### src/rtl/sd_spi_bridge_ctl.sv
// sd_spi_bridge_ctl
// Sits between the SPI master and the SD socket pad buffers. It debounces
// card detect and, before the SPI master gets the pins, runs the power-up
// clock burst with CS held high. It also synchronises MISO. Pad tri-state
// control is exposed as separate output and output-enable signals.
module sd_spi_bridge_ctl #(
  parameter int SYNC_STAGES     = 2,
  parameter int DEBOUNCE_CYCLES = 65536,
  parameter int INIT_CLKS       = 80,
  parameter int INIT_DIV        = 128,
  parameter bit CD_ACTIVE_LOW   = 1'b1
) (
  input  logic       clk,
  input  logic       reset,
  input  logic       i_spi_sck,
  input  logic [3:0] i_spi_dq_o,
  output logic [3:0] o_spi_dq_i,
  input  logic       i_spi_cs,
  input  logic       i_init_req,
  input  logic       i_sd_cd,
  output logic       o_sd_cmd_o,
  output logic       o_sd_cmd_oe,
  input  logic [3:0] i_sd_dat_i,
  output logic [3:0] o_sd_dat_o,
  output logic [3:0] o_sd_dat_oe,
  output logic       o_sd_sck,
  output logic       o_card_present,
  output logic       o_bridge_ready
);

  localparam int DEB_W  = (DEBOUNCE_CYCLES > 1) ? $clog2(DEBOUNCE_CYCLES) : 1;
  localparam int DIV_W  = (INIT_DIV > 1) ? $clog2(INIT_DIV) : 1;
  localparam int EDGE_W = $clog2(INIT_CLKS + 1);

  localparam logic [DEB_W-1:0]  DEB_LAST  = DEB_W'(DEBOUNCE_CYCLES - 1);
  localparam logic [DEB_W-1:0]  DEB_ONE   = DEB_W'(1);
  localparam logic [DEB_W-1:0]  DEB_ZERO  = DEB_W'(0);
  localparam logic [DIV_W-1:0]  DIV_LAST  = DIV_W'(INIT_DIV - 1);
  localparam logic [DIV_W-1:0]  DIV_ONE   = DIV_W'(1);
  localparam logic [DIV_W-1:0]  DIV_ZERO  = DIV_W'(0);
  localparam logic [EDGE_W-1:0] EDGE_LAST = EDGE_W'(INIT_CLKS);
  localparam logic [EDGE_W-1:0] EDGE_ONE  = EDGE_W'(1);
  localparam logic [EDGE_W-1:0] EDGE_ZERO = EDGE_W'(0);

  typedef enum logic [1:0] {
    ST_NO_CARD  = 2'd0,
    ST_DEBOUNCE = 2'd1,
    ST_INIT_CLK = 2'd2,
    ST_READY    = 2'd3
  } state_t;

  state_t               r_state;
  state_t               w_state_nxt;
  logic [DEB_W-1:0]     r_deb_cnt;
  logic [DEB_W-1:0]     w_deb_nxt;
  logic [DIV_W-1:0]     r_div_cnt;
  logic [DIV_W-1:0]     w_div_nxt;
  logic [EDGE_W-1:0]    r_edge_cnt;
  logic [EDGE_W-1:0]    w_edge_nxt;
  logic                 r_sck;
  logic                 w_sck_nxt;
  logic                 r_pad_en;
  logic                 r_ready;
  logic                 r_present;
  logic [SYNC_STAGES-1:0] r_cd_sync;
  logic [SYNC_STAGES-1:0] r_miso_sync;
  logic                 w_cd_raw;
  logic                 w_cd_sync;
  logic                 w_miso_q;
  logic                 w_unused_bits;

  // The SPI master's upper data lanes and the card's upper DAT lanes do not
  // take part in 1-bit SPI mode.
  assign w_unused_bits = ^{i_spi_dq_o[3:1], i_sd_dat_i[3:1]};

  assign w_cd_raw  = CD_ACTIVE_LOW ? ~i_sd_cd : i_sd_cd;
  assign w_cd_sync = r_cd_sync[SYNC_STAGES-1];
  assign w_miso_q  = r_miso_sync[SYNC_STAGES-1];

  // Synchronise the asynchronous card-detect and MISO pins into clk.
  always_ff @(posedge clk) begin
    if (reset) begin
      r_cd_sync   <= {SYNC_STAGES{1'b0}};
      r_miso_sync <= {SYNC_STAGES{1'b0}};
    end else begin
      r_cd_sync   <= {r_cd_sync[SYNC_STAGES-2:0], w_cd_raw};
      r_miso_sync <= {r_miso_sync[SYNC_STAGES-2:0], i_sd_dat_i[0]};
    end
  end

  // Next-state logic covers debounce counting, burst clock division and edge counting.
  always_comb begin
    w_state_nxt = r_state;
    w_deb_nxt   = r_deb_cnt;
    w_div_nxt   = r_div_cnt;
    w_edge_nxt  = r_edge_cnt;
    w_sck_nxt   = 1'b0;
    case (r_state)
      ST_NO_CARD: begin
        w_deb_nxt  = DEB_ZERO;
        w_div_nxt  = DIV_ZERO;
        w_edge_nxt = EDGE_ZERO;
        if (w_cd_sync) begin
          w_state_nxt = ST_DEBOUNCE;
        end else begin
          w_state_nxt = ST_NO_CARD;
        end
      end
      ST_DEBOUNCE: begin
        if (!w_cd_sync) begin
          w_state_nxt = ST_NO_CARD;
        end else if (r_deb_cnt == DEB_LAST) begin
          w_state_nxt = ST_INIT_CLK;
          w_div_nxt   = DIV_ZERO;
          w_edge_nxt  = EDGE_ZERO;
        end else begin
          w_deb_nxt = r_deb_cnt + DEB_ONE;
        end
      end
      ST_INIT_CLK: begin
        if (!w_cd_sync) begin
          w_state_nxt = ST_NO_CARD;
        end else if (r_div_cnt == DIV_LAST) begin
          w_div_nxt = DIV_ZERO;
          if (r_sck) begin
            // A falling wrap after the final rising edge ends the burst with SCK low.
            w_sck_nxt = 1'b0;
            if (r_edge_cnt == EDGE_LAST) begin
              w_state_nxt = ST_READY;
            end else begin
              w_state_nxt = ST_INIT_CLK;
            end
          end else begin
            w_sck_nxt  = 1'b1;
            w_edge_nxt = r_edge_cnt + EDGE_ONE;
          end
        end else begin
          w_div_nxt = r_div_cnt + DIV_ONE;
          w_sck_nxt = r_sck;
        end
      end
      ST_READY: begin
        // Card removal takes priority over a re-init request.
        if (!w_cd_sync) begin
          w_state_nxt = ST_NO_CARD;
        end else if (i_init_req) begin
          w_state_nxt = ST_INIT_CLK;
          w_div_nxt   = DIV_ZERO;
          w_edge_nxt  = EDGE_ZERO;
        end else begin
          w_state_nxt = ST_READY;
        end
      end
      default: begin
        w_state_nxt = ST_NO_CARD;
      end
    endcase
  end

  // State, counters, burst clock and the decoded status/pad-enable registers.
  always_ff @(posedge clk) begin
    if (reset) begin
      r_state    <= ST_NO_CARD;
      r_deb_cnt  <= DEB_ZERO;
      r_div_cnt  <= DIV_ZERO;
      r_edge_cnt <= EDGE_ZERO;
      r_sck      <= 1'b0;
      r_pad_en   <= 1'b0;
      r_ready    <= 1'b0;
      r_present  <= 1'b0;
    end else begin
      r_state    <= w_state_nxt;
      r_deb_cnt  <= w_deb_nxt;
      r_div_cnt  <= w_div_nxt;
      r_edge_cnt <= w_edge_nxt;
      r_sck      <= w_sck_nxt;
      r_pad_en   <= (w_state_nxt != ST_NO_CARD);
      r_ready    <= (w_state_nxt == ST_READY);
      r_present  <= (w_state_nxt == ST_INIT_CLK) || (w_state_nxt == ST_READY);
    end
  end

  // In READY the SPI master drives the card directly. Before that, CS and CMD
  // idle high, and SCK is either the burst clock or low.
  assign o_sd_sck       = r_ready ? i_spi_sck : r_sck;
  assign o_sd_cmd_o     = r_ready ? i_spi_dq_o[0] : 1'b1;
  assign o_sd_cmd_oe    = r_pad_en;
  assign o_sd_dat_o     = {(r_ready ? i_spi_cs : 1'b1), 3'b000};
  assign o_sd_dat_oe    = {r_pad_en, 3'b000};
  assign o_spi_dq_i     = {2'b00, (r_ready ? w_miso_q : 1'b1), 1'b0};
  assign o_card_present = r_present;
  assign o_bridge_ready = r_ready;

endmodule

### config.mk
export PLATFORM = sky130hd
export DESIGN_NAME = sd_spi_bridge_ctl
export DESIGN_NICKNAME = d
export VERILOG_FILES = /design/src/rtl/sd_spi_bridge_ctl.sv
export SDC_FILE = /design/constraint.sdc
export NUM_CORES = 1
export LEC_CHECK = 0
export ABC_AREA = 1
export BUFFER_PORTS_ARGS = -buffer_cell sky130_fd_sc_hd__buf_2
export CAP_MARGIN = 10
export CORE_MARGIN = 2
export CORE_UTILIZATION = 45
export DETAILED_ROUTE_END_ITERATION = 8
export RECOVER_POWER = 50
export SLEW_MARGIN = 25
export SYNTH_ARGS = -nofsm -noshare
export SYNTH_HDL_FRONTEND = slang
export SYNTH_SLANG_ARGS = --single-unit
### constraint.sdc
create_clock -name clk -period 1.9 [get_ports clk]
set_input_delay 0.095 -clock clk [delete_from_list [all_inputs] [get_ports clk]]
set_output_delay 0.095 -clock clk [all_outputs]
set_load 0.05 [all_outputs]
**Word level (Yosys, flattened, before mapping)**

Cells that the tools add are included.

- Bits in registers: 40
- Bits of input ports: 14
- Output and inout bits: 17

- Add/sub/neg operators: 3
- Equal/unequal tests: 16
- Mux-type cells: 29
- Bitwise logic cells: 3
- Reduce and logical (&&, ||, !) cells: 8

Operators with widths:

| kind | count |
|---|---|
| two-way mux 7 bit | 9 |
| case mux 7 bit (4 select lines) | 2 |
| two-way mux 16 bit | 2 |
| case mux 16 bit (2 select lines) | 1 |
| adder 16 x 1 -> 16 bit, second input constant | 1 |
| equality test 16 bit, second input constant | 1 |
| inequality test 2 bit, second input constant | 8 |
| adder 7 x 1 -> 7 bit, second input constant | 2 |
| equality test 7 bit, second input constant | 2 |
| two-way mux 2 bit | 6 |
| equality test 2 bit, second input constant | 4 |
| two-way mux 1 bit | 8 |
| case mux 2 bit (4 select lines) | 1 |
| AND reduction 7 bit | 1 |
| AND reduction 5 bit | 1 |
| nonzero test 2 bit | 2 |
| NOT 1 bit | 3 |
| AND reduction 3 bit | 1 |
| OR reduction 3 bit | 1 |
| equality test 2 x 1 -> 1 bit, second input constant | 1 |
| zero test 2 bit | 1 |
| logical OR 1 bit | 1 |

**Longest topological paths before layout**

Gate-level depths: netlist of run 1.

- Depth in word-level cells: 8
- Mapped depth: 11

**Worst setup path after synthesis of run 1**

OpenSTA, ideal clock, no wires.

- Kind: register to output
- Start: register r_ready (netlist: o_bridge_ready)
- End: output port o_sd_sck
- Data arrival time: 1.677 ns
- Required time: 1.805 ns
- Setup slack: 0.128 ns
- Stages on the path, launching flop included: 2
- Path buffers: 0
- Path through: dfxtp_1 > o21ai_0

- Cells in the longest elaborated chain, start to end: 1

RTL lines:

| element | line | source |
|---|---|---|
| from (decl) | 63 | `logic r_ready;` |
| from (signal assigned) | 178 | `r_ready <= (w_state_nxt == ST_READY);` |
| two-way mux 1 bit | 185 | `assign o_sd_sck = r_ready ? i_spi_sck : r_sck;` |
| to (decl) | 26 | `output logic o_sd_sck,` |

No other way between the ends.

**Worst setup path in the final report of run 1**

- Start: register r_deb_cnt[1]
- End: register r_div_cnt[6]

- Cells in the longest elaborated chain, start to end: 3

RTL lines:

| element | line | source |
|---|---|---|
| from (decl) | 54 | `logic [DEB_W-1:0] r_deb_cnt;` |
| from (signal assigned) | 173 | `r_deb_cnt <= w_deb_nxt;` |
| equality test 16 bit | 112 | `end else if (r_deb_cnt == DEB_LAST) begin` |
| inequality test 2 bit (no line) | -- |  |
| AND reduction 5 bit (no line) | -- |  |
| to (signal assigned) | 174 | `r_div_cnt <= w_div_nxt;` |
| to (decl) | 56 | `logic [DIV_W-1:0] r_div_cnt;` |

No other way between the ends.
A chain may end at the register's enable or synchronous reset.

==> implementation parameters, run 1 <==
Parameter                              Value

Run status
  Outcome    complete, no violations

Final layout
  Total number of nets in the final design    roughly 400
  Total inserted antenna cells    0
  Layout overhead on the synthesized area    12.12%
  Most common cell after layout, fill and taps aside    nand2_1
  Layout cell share with drive strength beyond 1    10.66%
  Non-filler cells in the finished layout    ~460
  Commonest cells after routing, fill and taps aside    nand2_1 (96), nor2_1 (58), inv_1 (46)

Logic synthesis
  Async set or reset register ratio after synthesis    0%
  Count of warnings emitted by yosys    0
  Cell count after synthesis    roughly 370
  Post-synth top flop    dfxtp_1
  Register bit total from synthesis    39
  EDFF count, synth    0
  Distinct cell type count of the synthesized netlist    33
  Sequential cell area fraction in the yosys report    33.03%
  Post-synthesis area per instance    roughly 6.4 um2
  Area of the mapped netlist    roughly 0.0024 mm2

STA
  Final setup violating endpoints    0
  Final period util    a little over 90%
  Final setup TNS    0 ns
  Smallest setup slack after layout    approximately 0.15 ns
  Worst relative slew slack    60.39%
  Final hold vios    0
  Final max-slew violation count    0
  Worst-case clock skew    roughly 0.0055 ns
  Actual transition at the worst max-transition pin    roughly 0.60 ns
  Highest clock rate    ~0.57 GHz
  Unrepaired setup endpoints after global routing    false
  Minimum period implied by the final worst setup slack    1.750 ns

Global route
  Via count of the first global-routing pass    slightly below 2000
  Largest net degree at the start of global routing    25
  Global-route wire length before repair    roughly 9100 um
  Number of antenna violations at the first check in global routing    0
  Overall global routing resource usage    roughly 19%
  Overall overflow remaining after global route    0

Worst setup path
  Worst reg-to-reg setup slack    about 0.15 ns
  Critical path capture point    r_div_cnt[6]$_SDFFE_PP0P_
  Launch instance of the worst register-to-register path    r_deb_cnt[1]$_SDFFE_PP0P_
  Startpoint types    flip-flop
  Critical path launch point    r_deb_cnt[1]$_SDFFE_PP0P_
  Worst reg2reg endpoint    r_div_cnt[6]$_SDFFE_PP0P_
  Crit path kind    reg2reg
  Required time at the endpoint of the critical path    approximately 2.1 ns
  Critical-path maximum fanout    7
  Arrival time of data at the critical path endpoint    between 1.5 and 2 ns
  Logic depth of the worst register-to-register path    10
  Sort of element at the end of the critical path    flip-flop

Place
  DPL Wire Length    approximately 4000 um
  Post-placement setup slack    between 0.1 and 0.15 ns
  Buffers on Ports    15
  Final weighted congestion in routability-driven placement    between 0.8 and 0.9
  Placed Cells    ~450

Floorplanning
  Die Ht    around 76 um
  Overall die area    just under 0.006 mm2
  Initial cell density of the core    a little under half
  Number of top-level pins    31
  Die boundary width    76.47 um
  Site Rows    26
  Placeable core area    slightly above 0.005 mm2

Routing
  Count of unresolved DRC violations after routing    0
  Vias    approximately 2300
  Post-Route WL    approximately 5500 um
  Vias per std cell    4.858
  Number of nets with antenna violations after routing    0
  Pre-Repair DR Iteration Count    4
  Wire per inst    11.93 um
  First DRT Iteration DRCs    between 150 and 200

CTS
  Buffer levels on the longest clock path    2
  Clock insertion delay at the later pin of the skew report    roughly 0.3 ns
  Clock slew at the register clock pins of the worst setup and hold paths    around 0.090 ns
  CTS tree    done
  Sinks on Clock Net    39
  Root Driver    clkbuf_8
  Number of buffers added by the clock tree synthesis step    5
  Htree depth    2

Power
  Peak ir drop on the vdd network    0.3690 mV
  Leakage power summed over all cells    slightly above 1 nW
  Power density over the cells    about 640 mW/mm2

Hold path
  Worst Hold Class    in2reg

Run
  Max-capacitance violation count    0
==> timing repair <==
action                                  in CTS  in global routing
endpoints found under the hold margin        2                  0
resized for setup                            0                  3
hold buffers                                 2                  0
endpoints found under the setup margin       0                  7
setup buffers                                0                  2
==> layer usage <==
layer,global-route usage (%),vias up,part of all wire (%)
li1,-,1191,-
met1,27.53,1010,52
met2,29.12,45,43
met3,3.555,8,4.0
met4,6.364,0,1.2
met5,0,-,0
==> cell type report <==
cell class | instances | area, um2
Fill cell | 523 | 2425
Multi-Input combinational cell | 272 | 1320
Tap cell | 70 | 87.58
Clock inverter | 3 | 43.79
Sequential cell | 39 | 780.7
Clock buffer | 5 | 68.82
Timing Repair Buffer | 26 | 163.9
Inverter | 49 | 185.2
==> synth_stat cells (all sizes together) (2+ instances only) <==
| library cell | number | share of area [%] |
|---|---|---|
| o21bai | 6 | 1.9 |
| a211oi | 2 | 0.85 |
| a21oi | 29 | 6.3 |
| buf | 13 | 4.4 |
| nor3 | 5 | 1.1 |
| clkinv | 2 | 0.37 |
| nand4 | 7 | 1.9 |
| clkbuf | 4 | 0.64 |
| nor2 | 62 | 11 |
| xor2 | 4 | 1.5 |
| dfxtp | 39 | 33 |
| or2 | 2 | 0.53 |
| nand2 | 102 | 17 |
| o21ai | 11 | 2.3 |
| inv | 47 | 7.5 |
| nand3 | 25 | 5.9 |
| ha | 4 | 2.1 |
==> state kept, by name (all words and copies together), names as in the netlist <==
register	flops
o_bridge_ready	1
o_sd_cmd_oe	1
r_cd_sync	2
r_deb_cnt	16
r_div_cnt	7
r_edge_cnt	7
r_miso_sync	2
r_sck	1
r_state	2
==> worst min-delay path by stage <==
stage / depth (start not counted) / to / startpoint
after global placement: 2 / r_cd_sync[0]$_SDFF_PP0_ / i_sd_cd
after global routing: 2 / r_edge_cnt[2]$_SDFFE_PP0P_ / reset
final: 2 / r_edge_cnt[5]$_SDFFE_PP0P_ / reset
after detailed placement: 2 / r_cd_sync[0]$_SDFF_PP0_ / i_sd_cd
after floorplan: 1 / r_cd_sync[0]$_SDFF_PP0_ / i_sd_cd
after CTS: 2 / r_edge_cnt[2]$_SDFFE_PP0P_ / reset
==> logic make-up (layout without fill, tap and decap cells) <==
group | count (synthesis) | in the layout | synth area share [%]
XOR/XNOR | 5 | 5 | 1.853
AO/OA/AOI/OAI | 49 | 49 | 12.18
other | 1 | 9 | 0.1587
AND/OR/NAND/NOR | 205 | 205 | 37.75
buffers and inverters | 66 | 83 | 12.92
flip-flops | 39 | 39 | 33.03
adder cells (fa/ha/maj) | 4 | 4 | 2.118
==> worst max-delay path, cell delays in order, from the launching register on <==
cell and delay [ns]:
dfxtp_1 0.38, ha_1 0.23, nand2_1 0.11, nor2_4 0.13
nand2_2 0.10, clkinv_2 0.08, nand2_4 0.08, a21boi_4 0.20
buf_4 0.18, nand3_1 0.07, a21oi_1 0.13
==> stage by stage <==
stage	util [%]	hold slack (ns)	area [um2]	power, mW
after floorplan	-	0.1617	2394	0.9690
after global placement	49.04	0.2554	2489	0.9857
after detailed placement	49.04	0.2545	2489	0.9856
after CTS	51.65	0.08450	2621	1.705
after global routing	52.22	0.2370	2650	1.760
final	52.22	0.2006	2650	1.705
==> power breakdown <==
| group | internal (mW) | switching, mW |
|---|---|---|
| clock | 0.392 | 0.331 |
| combinational | 0.0402 | 0.112 |
| sequential | 0.825 | 0.00480 |
| total | 1.26 | 0.449 |
Note: power is estimated with default switching activity, not from simulation.
==> run 2: changes to the inputs <==
ABC_AREA = 0   (was 1)
PLACE_DENSITY = 0.65   (was unset)
TNS_END_PERCENT = 10   (was unset)
==> implementation parameters, run 2 <==
Parameter                              Value

Run status
  Outcome    complete, but fails checks
  Violations in the final reports    negative setup slack

Worst setup path
  Critical-path maximum fanout    3 (-4)
  Cell at the slowest stage of the critical path    or4_1
  Arrival time of data at the critical path endpoint    2.15 ns (+0.16 ns)
  Maximum single-stage delay on the critical path    0.49 ns (+0.11 ns)
  Cells along the critical path    ha_4, nand3_4, buf_4, o41ai_4, nand3_2, or4_1, a21oi_1
  Startpoint types    flip-flop
  Crit path kind    reg2reg
  Sort of element at the end of the critical path    flip-flop
  Required time at the endpoint of the critical path    2.13 ns (about the same)

Hold path
  Worst Hold Class    in2reg

Final layout
  Total inserted antenna cells    0 (unchanged)
  Biggest register    r_deb_cnt
  Commonest cells after routing, fill and taps aside    buf_4 (47), dfxtp_1 (32), nor2_1 (23)
  Layout overhead on the synthesized area    29.98%
  Most common cell after layout, fill and taps aside    buf_4
  Flip-flop count of the largest register after layout    16 (unchanged)
  Regs by FF count    r_deb_cnt: 16 flops, r_div_cnt: 7 flops, r_edge_cnt: 7 flops
  Layout cell share with drive strength beyond 1    33.22% (+23 points)
  Total number of nets in the final design    315 (-23%)

Power
  Leakage power summed over all cells    1.039 nW (+1.2%)
  Net switching share of the total power    22.82% (-3.5 points)
  Combinational share of power    6.0% (-3.0 points)
  Part of the power in the clock network    44.0% (+1.6 points)
  Post-route total power    1.649 mW (-3.3%)
  Power density over the cells    603.3 mW/mm2 (-6.2%)
  Internal power    1.273 mW (+1.3%)
  Peak ir drop on the vdd network    0.4250 mV (+15%)
  Sequential Power Share    50.0% (+1.4 points)
  Net Sw Power    376.3 uW (-16%)

Logic synthesis
  Area of the mapped netlist    0.002103 mm2 (-11%)
  Register bit total from synthesis    39 (unchanged)
  Area share of the leading cell type in the synthesized netlist    37.12% (+4.1 points)
  Async set or reset register ratio after synthesis    0% (unchanged)
  Most frequent cell after synthesis    dfxtp_1
  Leading post-synthesis cells by instance count    dfxtp_1 (39), nor2_1 (23), a21oi_1 (17), nand3_1 (14), o21ai_0 (13)
  Largest cells by area after synthesis    dfxtp_1 (37%), nor2_1 (4.1%), a21oi_1 (4.0%), xnor2_1 (3.7%), buf_4 (3.6%)
  Post-synthesis area per instance    8.800 um2 (+37%)
  Library cell occupying the most area in the post-synthesis netlist    dfxtp_1
  EDFF count, synth    0 (unchanged)
  Sequential cell area fraction in the yosys report    37.12% (+4.1 points)
  Count of warnings emitted by yosys    0 (unchanged)
  Cell count after synthesis    239 (-35%)
  Distinct cell type count of the synthesized netlist    50 (+52%)
  Post-synth top flop    dfxtp_1

Global route
  Via count of the first global-routing pass    1780 (-8.9%)
  Overall overflow remaining after global route    0 (unchanged)
  Number of antenna violations at the first check in global routing    0 (unchanged)
  Global-route wire length before repair    7928 um (-13%)
  Overall global routing resource usage    19.29% (+0.041 points)
  Largest net degree at the start of global routing    17 (-32%)

Place
  Final weighted congestion in routability-driven placement    0.8127 (-8.2%)
  Buffers on Ports    15 (unchanged)
  DPL Wire Length    3410 um (-15%)

CTS
  Buffer levels on the longest clock path    2 (unchanged)
  Sinks on Clock Net    39 (unchanged)
  Clock insertion delay at the later pin of the skew report    0.30 ns (about the same)
  Clock slew at the register clock pins of the worst setup and hold paths    0.08 ns (about the same)
  Root Driver    clkbuf_8
  Htree depth    2 (unchanged)
  Number of buffers added by the clock tree synthesis step    5 (unchanged)
  CTS tree    done

STA
  Smallest setup slack after layout    -0.01115 ns (-0.1610 ns)
  Final hold vios    0 (unchanged)
  Final setup violating endpoints    1 (+1)
  Final period util    100.6% (+8.5 points)
  Minimum period implied by the final worst setup slack    1.911 ns (+0.1610 ns)
  Final max-slew violation count    0 (unchanged)
  Post-route worst hold slack    0.007337 ns (-0.1933 ns)
  Worst relative slew slack    59.53% (-0.86 points)
  Actual transition at the worst max-transition pin    0.6060 ns (+0.009186 ns)
  Highest clock rate    0.5232 GHz (-8.4%)
  Worst-case clock skew    0.007657 ns (+0.002153 ns)
  Final setup TNS    -0.01115 ns (-0.01115 ns)
  Unrepaired setup endpoints after global routing    true

Routing
  Count of unresolved DRC violations after routing    0 (unchanged)
  Vias    1939 (-14%)
  Number of nets with antenna violations after routing    0 (unchanged)
  Wire per inst    14.11 um (+18%)
  First DRT Iteration DRCs    142 (-28%)
  Post-Route WL    4938 um (-11%)
  Pre-Repair DR Iteration Count    4 (unchanged)
  Vias per std cell    5.540 (+14%)

Floorplanning
  Site Rows    24 (-7.7%)
  Number of top-level pins    31 (unchanged)
  Die boundary width    72.37 um (-5.4%)
  Die Ht    72.37 um (-5.4%)
  Initial cell density of the core    47.65% (+1.1 points)
  Placeable core area    0.004414 mm2 (-13%)
  Overall die area    0.005237 mm2 (-10%)

Run
  Max-capacitance violation count    0 (unchanged)
run 2: cell types whose count changed after synthesis, moves of 4 or more:
| cell | change |
|---|---|
| nand3_1 | -8 |
| nand2_2 | -5 |
| inv_1 | -39 |
| o21ai_0 | +5 |
| a2111oi_0 | +7 |
| nand2_1 | -87 |
| o21bai_1 | -6 |
| nand2b_1 | +6 |
| or3_1 | +6 |
| xnor2_1 | +8 |
| and3_1 | +4 |
| a21oi_1 | -11 |
| nor2_1 | -34 |
run 2: cell type report:
type | count | area, um2
repair buffers | 63 | 437.9
multi-input cells | 181 | 1297
flip-flops and latches | 39 | 789.5
well taps | 52 | 65.06
clock inverters | 2 | 35.03
inverters | 7 | 26.28
clock buffers | 6 | 82.58
fillers | 384 | 1680
run 2: power by group through the flow:
stage / combinational [mW] / sequential [mW] / clock (mW)
3_5_place_dp: 0.0938 / 0.844 / 0
2_1_floorplan: 0.0851 / 0.844 / 0
3_3_place_gp: 0.0935 / 0.844 / 0
6_report: 0.0993 / 0.824 / 0.726
5_1_grt: 0.107 / 0.825 / 0.770
4_1_cts: 0.0962 / 0.824 / 0.738
run 2: cell families after synthesis:
| kind of cell | synth area share [%] |
|---|---|
| other cells | 0.1783 |
| fa+ha+maj | 2.380 |
| flops | 37.12 |
| compound gates | 17.19 |
| xor+xnor | 4.581 |
| mux | 1.487 |
| simple gates | 29.09 |
| buf+inv | 7.971 |
run 2: path summary, 6_finish.rpt:
kind	slack, ns	from	depth (start not counted)	to
min reg2reg	0.44	r_cd_sync[0]$_SDFF_PP0_	1	r_cd_sync[1]$_SDFF_PP0_
min	0.007	i_sd_dat_i[0]	2	r_miso_sync[0]$_SDFF_PP0_
max reg2reg	-0.01	r_deb_cnt[0]$_SDFFE_PP0P_	7	r_div_cnt[6]$_SDFFE_PP0P_
max	-0.01	r_deb_cnt[0]$_SDFFE_PP0P_	7	r_div_cnt[6]$_SDFFE_PP0P_
run 2: metrics by stage:
| stage | setup slack, ns | cell area (um2) | instances | util (%) |
|---|---|---|---|---|
| after floorplan | 0.02526 | 2135 | 247 | - |
| after global placement | -0.1281 | 2471 | 339 | 55.98 |
| after detailed placement | -0.1409 | 2471 | 339 | 55.98 |
| after CTS | -0.03673 | 2620 | 348 | 59.35 |
| after global routing | -0.09344 | 2734 | 350 | 61.93 |
| final | -0.01115 | 2734 | 350 | 61.93 |
run 2: critical path: cells and delay by family (launching register included):
kind	cells	cell delay [ns]
compound gates	2	0.48
simple gates	3	0.71
fa+ha+maj	1	0.15
flops	1	0.36
buf+inv	1	0.16
run 2: repair_timing:
item,CTS,global route
hold buffers,1,0
cloned,0,0
resized for setup,7,20
pin swaps,1,5
hold endpoints to repair,1,0
setup buffers,0,2
endpoints found under the setup margin,11,20
run 2: routing by layer:
metal | global-route usage [%] | share of wire (%)
met1 | 25.81 | 47
met2 | 30.78 | 47
met3 | 5.139 | 4.5
met4 | 5.031 | 1.2
met5 | 0 | 0
